==> src/rtl/top_pkg.sv <==
// Shared constants, duty types and the hue-to-RGB colour wheel
// for the RGB fader.
package top_pkg;

  localparam int HUE_MAX   = 1535;
  localparam int PWM_BITS  = 8;
  localparam int SEG_COUNT = 6;
  localparam int HUE_BITS  = 11;

  typedef logic [PWM_BITS-1:0] duty_t;

  typedef struct packed {
    duty_t r;
    duty_t g;
    duty_t b;
  } rgb_duty_t;

  // Six 256-step segments; 255-frac is simply ~frac.
  function automatic rgb_duty_t hue_to_rgb(
    input logic [HUE_BITS-1:0] hue
  );
    rgb_duty_t d;
    logic [2:0] seg;
    duty_t      f;
    seg = hue[10:8];
    f   = hue[7:0];
    d   = '0;
    case (seg)
      3'd0: d = '{r: 8'hff, g: f,     b: 8'h00};
      3'd1: d = '{r: ~f,    g: 8'hff, b: 8'h00};
      3'd2: d = '{r: 8'h00, g: 8'hff, b: f    };
      3'd3: d = '{r: 8'h00, g: ~f,    b: 8'hff};
      3'd4: d = '{r: f,     g: 8'h00, b: 8'hff};
      3'd5: d = '{r: 8'hff, g: 8'h00, b: ~f   };
      default: d = '0;
    endcase
    return d;
  endfunction

endpackage

==> src/rtl/top_pwm_channel.sv <==
// One PWM colour channel: duty register loaded at counter wrap,
// compare, active-low registered pin.
module pwm_channel
  import top_pkg::*;
(
  input  logic                clk,
  input  logic                reset,
  input  logic                i_load,
  input  duty_t               i_duty,
  input  logic [PWM_BITS-1:0] i_cnt,
  output logic                o_pin
);

  duty_t r_duty = '0;
  logic  r_pin  = 1'b1;
  logic  w_on;

  assign w_on  = (i_cnt < r_duty);
  assign o_pin = r_pin;

  always_ff @(posedge clk) begin
    if (reset) begin
      r_duty <= '0;
      r_pin  <= 1'b1;
    end else begin
      if (i_load) r_duty <= i_duty;
      r_pin <= ~w_on;
    end
  end

endmodule

==> src/rtl/top.sv <==
// RGB colour-wheel fader with a 1 Hz status blink.
// Hue steps around the wheel; three PWM channels drive the LED.
module top
  import top_pkg::*;
#(
  parameter int CLK_HZ    = 12_000_000,
  parameter int STEP_DIV  = 7812,
  parameter int BLINK_DIV = 6_000_000
) (
  input  logic clk,
  input  logic reset,
  output logic LED,
  output logic RGB_R,
  output logic RGB_G,
  output logic RGB_B
);

  localparam int SW = (STEP_DIV  > 1) ? $clog2(STEP_DIV)  : 1;
  localparam int BW = (BLINK_DIV > 1) ? $clog2(BLINK_DIV) : 1;

  if (STEP_DIV < 1 || BLINK_DIV < 1 || CLK_HZ < 1) begin : g_bad_param
    $error("top: CLK_HZ and dividers must be positive");
  end

  logic [SW-1:0]       r_step    = '0;
  logic [BW-1:0]       r_blink   = '0;
  logic [HUE_BITS-1:0] r_hue     = '0;
  logic [PWM_BITS-1:0] r_pwm_cnt = '0;
  logic                r_led     = 1'b0;

  logic      w_step_tick;
  logic      w_blink_tick;
  logic      w_wrap;
  rgb_duty_t w_target;

  assign w_step_tick  = (r_step == SW'(STEP_DIV - 1));
  assign w_blink_tick = (r_blink == BW'(BLINK_DIV - 1));
  assign w_wrap       = (r_pwm_cnt == '1);
  // Built from the current hue, so a coincident step loads the old one.
  assign w_target     = hue_to_rgb(r_hue);
  assign LED          = r_led;

  always_ff @(posedge clk) begin
    if (reset) begin
      r_step    <= '0;
      r_blink   <= '0;
      r_hue     <= '0;
      r_pwm_cnt <= '0;
      r_led     <= 1'b0;
    end else begin
      r_step    <= w_step_tick ? '0 : r_step + 1'b1;
      r_blink   <= w_blink_tick ? '0 : r_blink + 1'b1;
      r_pwm_cnt <= r_pwm_cnt + 1'b1;
      if (w_blink_tick) r_led <= ~r_led;
      if (w_step_tick) begin
        r_hue <= (r_hue == HUE_BITS'(HUE_MAX)) ? '0 : r_hue + 1'b1;
      end
    end
  end

  pwm_channel u_r (
    .clk    (clk),
    .reset  (reset),
    .i_load (w_wrap),
    .i_duty (w_target.r),
    .i_cnt  (r_pwm_cnt),
    .o_pin  (RGB_R)
  );

  pwm_channel u_g (
    .clk    (clk),
    .reset  (reset),
    .i_load (w_wrap),
    .i_duty (w_target.g),
    .i_cnt  (r_pwm_cnt),
    .o_pin  (RGB_G)
  );

  pwm_channel u_b (
    .clk    (clk),
    .reset  (reset),
    .i_load (w_wrap),
    .i_duty (w_target.b),
    .i_cnt  (r_pwm_cnt),
    .o_pin  (RGB_B)
  );

endmodule

==> config.mk <==
export PLATFORM = sky130hd
export DESIGN_NAME = top
export DESIGN_NICKNAME = d
export VERILOG_FILES = /design/src/rtl/top_pkg.sv /design/src/rtl/top_pwm_channel.sv /design/src/rtl/top.sv
export SDC_FILE = /design/constraint.sdc
export NUM_CORES = 1
export LEC_CHECK = 0
export CAP_MARGIN = 0
export CORE_ASPECT_RATIO = 0.8
export CORE_MARGIN = 2
export CORE_UTILIZATION = 55
export DETAILED_ROUTE_END_ITERATION = 16
export PLACE_DENSITY_LB_ADDON = 0.08
export SKIP_CTS_REPAIR_TIMING = 1
export SLEW_MARGIN = 20
export SYNTH_ARGS = -nofsm -noshare
export SYNTH_HDL_FRONTEND = slang
export SYNTH_SLANG_ARGS = --single-unit
==> constraint.sdc <==
create_clock -name clk -period 1.8 [get_ports clk]
set_input_delay 0.36 -clock clk [delete_from_list [all_inputs] [get_ports clk]]
set_output_delay 0.36 -clock clk [all_outputs]
set_load 0.05 [all_outputs]
==> metrics.csv <==
stage,metric,value,unit
outcome,status,"finished, final reports clean",
power,static leakage,1.71,nW
worst_setup_path,reg-to-reg setup timing slack,0.14,ns
logic_synthesis,ys async rst share,0,
logic_synthesis,synthesis-stage register bit count,83,
hold_path,hold path cells,2,
floorplan,number of I/O pins,6,
sta,RSZ-0062 raised after global routing,no,
clock_tree,CTS tree,built,
cells_and_area,layout cells sized above 1,0.117,
power,peak supply drop,0.562,mV
detailed_routing,via count,3474,
worst_setup_path,Required @ worst endpoint,2.05,ns
power,Net Sw Frac,0.230,
logic_synthesis,Netlist cell types,40,
clock_tree,"Clk Latency, worst-skew pair",0.36,ns
clock_tree,clock transition at the registers of the reported paths,0.08,ns
worst_setup_path,WP data arrival,1.91,ns
cells_and_area,Synth-to-Final Area Change,12.4,%
floorplan,core footprint,7460,sq um
sta,period utilization,0.923,
cells_and_area,multi-input combinational cell area,2390,sq um
logic_synthesis,post-synthesis sequential area ratio,0.390,
logic_synthesis,"EDFF count, synth",0,
sta,Fin Setup TNS,0,ns
detailed_routing,DRC viols,0,
worst_setup_path,critical path endpoint category,flip-flop,
cells_and_area,non-filler instance count after layout,650,
cells_and_area,antenna cells,0,
job,max cap viols,0,
sta,Worst-Margin Slew,0.500,ns
global_route,vias in the first global route,3085,
logic_synthesis,ys flop type,dfxtp_1,
floorplan,die area,8470,sq um
logic_synthesis,synthesized netlist net count,546,
logic_synthesis,Post-Syn Area,4260,sq um
placement,port buffer count,5,
worst_setup_path,startpoint types,flip-flop,
clock_tree,CTS H-tree lvls,3,
logic_synthesis,Synth Warn #,0,
worst_setup_path,Worst Path Max Fanout,21,
sta,minimum clock period,1.66,ns
sta,fmax,0.602,GHz
floorplan,Rows,28,
clock_tree,Max Root-Sink Buffers,2,
worst_setup_path,Reg2Reg Depth,7,
global_route,global-route wire length before repair,14200,microns
hold_path,HP Start,reset,
global_route,initial antenna violation count,0,
power,power share of the clock group,0.383,
sta,Rel. slew slack,0.666,
sta,Final Max Slew Viols,0,
cells_and_area,fill cell count,662,
placement,DPL Wire Length,6210,microns
logic_synthesis,Synth Instances,519,
detailed_routing,Pre-antenna DRT Iters,4,
global_route,pin count of the biggest net entering global routing,33,
detailed_routing,Initial DRC Count,147,
hold_path,hold endpoint,r_pwm_cnt[3],
clock_tree,clk sinks,83,
power,total power,3.33,mW
detailed_routing,final wirelength,8420,microns
floorplan,initial core utilization,0.571,
sta,# setup viols final,0,
hold_path,type of the worst min-delay path,in2reg,
cells_and_area,fin util,0.642,
cells_and_area,nets,568,
power,logic gate share of total power,0.051,
clock_tree,TritonCTS buffer count,9,
logic_synthesis,mean area per synthesized cell,8.21,sq um
worst_setup_path,critical setup path kind,reg2reg,
power,Switch Pwr,765,uW
global_route,grt ovf,0,
floorplan,Die W,102,microns
power,Sequential Power Share,0.566,
worst_setup_path,RR Endpoint,r_blink[17],
detailed_routing,drt wl/cell,12.9,microns
global_route,total track usage,0.217,
clock_tree,clock root cell,clkbuf_8,
sta,Final Hold Fails,0,
sta,Worst Skew,0.00664,ns
cells_and_area,FF/Latch Area,1660,sq um
placement,dpl cells,635,
floorplan,Vert. Die Dim,82.7,microns
detailed_routing,number of vias per cell,5.34,
placement,placer congestion estimate,0.831,
power,pwr dens,694,nW/um^2
power,Internal,2.56,mW
detailed_routing,Antenna Nets Post-Route,0,
worst_setup_path,r2r startpoint,r_blink[0],
## metrics by stage
stage | worst slack (ns) | hold WS [ns] | instance area, sq um
after CTS | -0.0537 | 0.375 | 4770
after global placement | 0.150 | 0.420 | 4590
after global routing | 0.00270 | 0.389 | 4790
after floorplan | 0.148 | 0.413 | 4260
after detailed placement | 0.0903 | 0.438 | 4590
final | 0.139 | 0.395 | 4790
## how the worst max path moves through the flow
stage / start / end / slack [ns]
3_5_place_dp: r_step[0] / r_hue[10] / 0.09
6_report: r_blink[0] / r_blink[17] / 0.14
2_1_floorplan: r_step[0] / r_hue[10] / 0.15
4_1_cts: u_b.o_pin / RGB_B / -0.05
3_3_place_gp: r_step[0] / r_hue[10] / 0.15
5_1_grt: r_blink[0] / r_blink[17] / 0.003
## Yosys cell counts, types with 9 or more instances
master,n,share of area
nor2_1,96,0.085
dfxtp_1,83,0.39
nand2_1,43,0.038
o21ai_0,30,0.035
ha_1,25,0.073
inv_1,25,0.022
nand3_1,23,0.027
xor2_1,22,0.045
a21oi_1,18,0.021
nand4_1,18,0.026
xnor2_1,18,0.037
clkbuf_1,17,0.015
a211oi_1,11,0.019
mux2i_1,10,0.024
a21o_1,9,0.016
## logic make-up after synthesis
kind of cell | synth area share
simple gates | 0.262
fa+ha+maj | 0.0734
xor+xnor | 0.0823
buf+inv | 0.0517
compound gates | 0.117
flops | 0.390
mux | 0.0235
## cells in the final DEF (no fill, tap or decap), drive strengths merged, types with 11 or more instances in the layout
cell	n
nor2	96
dfxtp	83
nand2	43
buf	37
o21ai	30
inv	25
ha	25
nand3	23
xor2	22
nand4	19
a21oi	18
xnor2	18
a211oi	11
## layer usage
metal,part of all wire,track usage
met5,0,0
met4,0.012,0.0707
met3,0.031,0.0614
met2,0.48,0.369
met1,0.48,0.268
## area by class of cell
| type | count | area share |
|---|---|---|
| clock buffer | 10 | 0.0267 |
| clock inverter | 5 | 0.0115 |
| inverter | 25 | 0.0196 |
| multi-input combinational | 384 | 0.500 |
| sequential | 83 | 0.347 |
| tap | 105 | 0.0274 |
| timing repair buffer | 38 | 0.0679 |
## worst max-delay path, cell delays in order (launching register included)
cell,delay (ns)
dfxtp_1,0.37
ha_2,0.23
nand3_1,0.11
or2_0,0.23
nor3_1,0.23
or2_2,0.17
buf_12,0.15
nor2_1,0.06
## registers in the layout, indices dropped and copies added, names as in the netlist
| signal | count |
|---|---|
| r_pwm_cnt | 8 |
| u_r.o_pin | 1 |
| u_b.r_duty | 8 |
| u_g.r_duty | 8 |
| LED | 1 |
| r_blink | 23 |
| r_hue | 11 |
| r_step | 13 |
| u_r.r_duty | 8 |
| u_g.o_pin | 1 |
| u_b.o_pin | 1 |
## power groups by stage
stage | registers (mW) | clock network [mW] | logic [mW]
2_1_floorplan | 1.94 | 0 | 0.0961
3_3_place_gp | 1.92 | 0 | 0.167
3_5_place_dp | 1.93 | 0 | 0.169
4_1_cts | 1.88 | 1.33 | 0.170
5_1_grt | 1.89 | 1.39 | 0.190
6_report | 1.88 | 1.27 | 0.169
(Power assumes the default switching activity.)
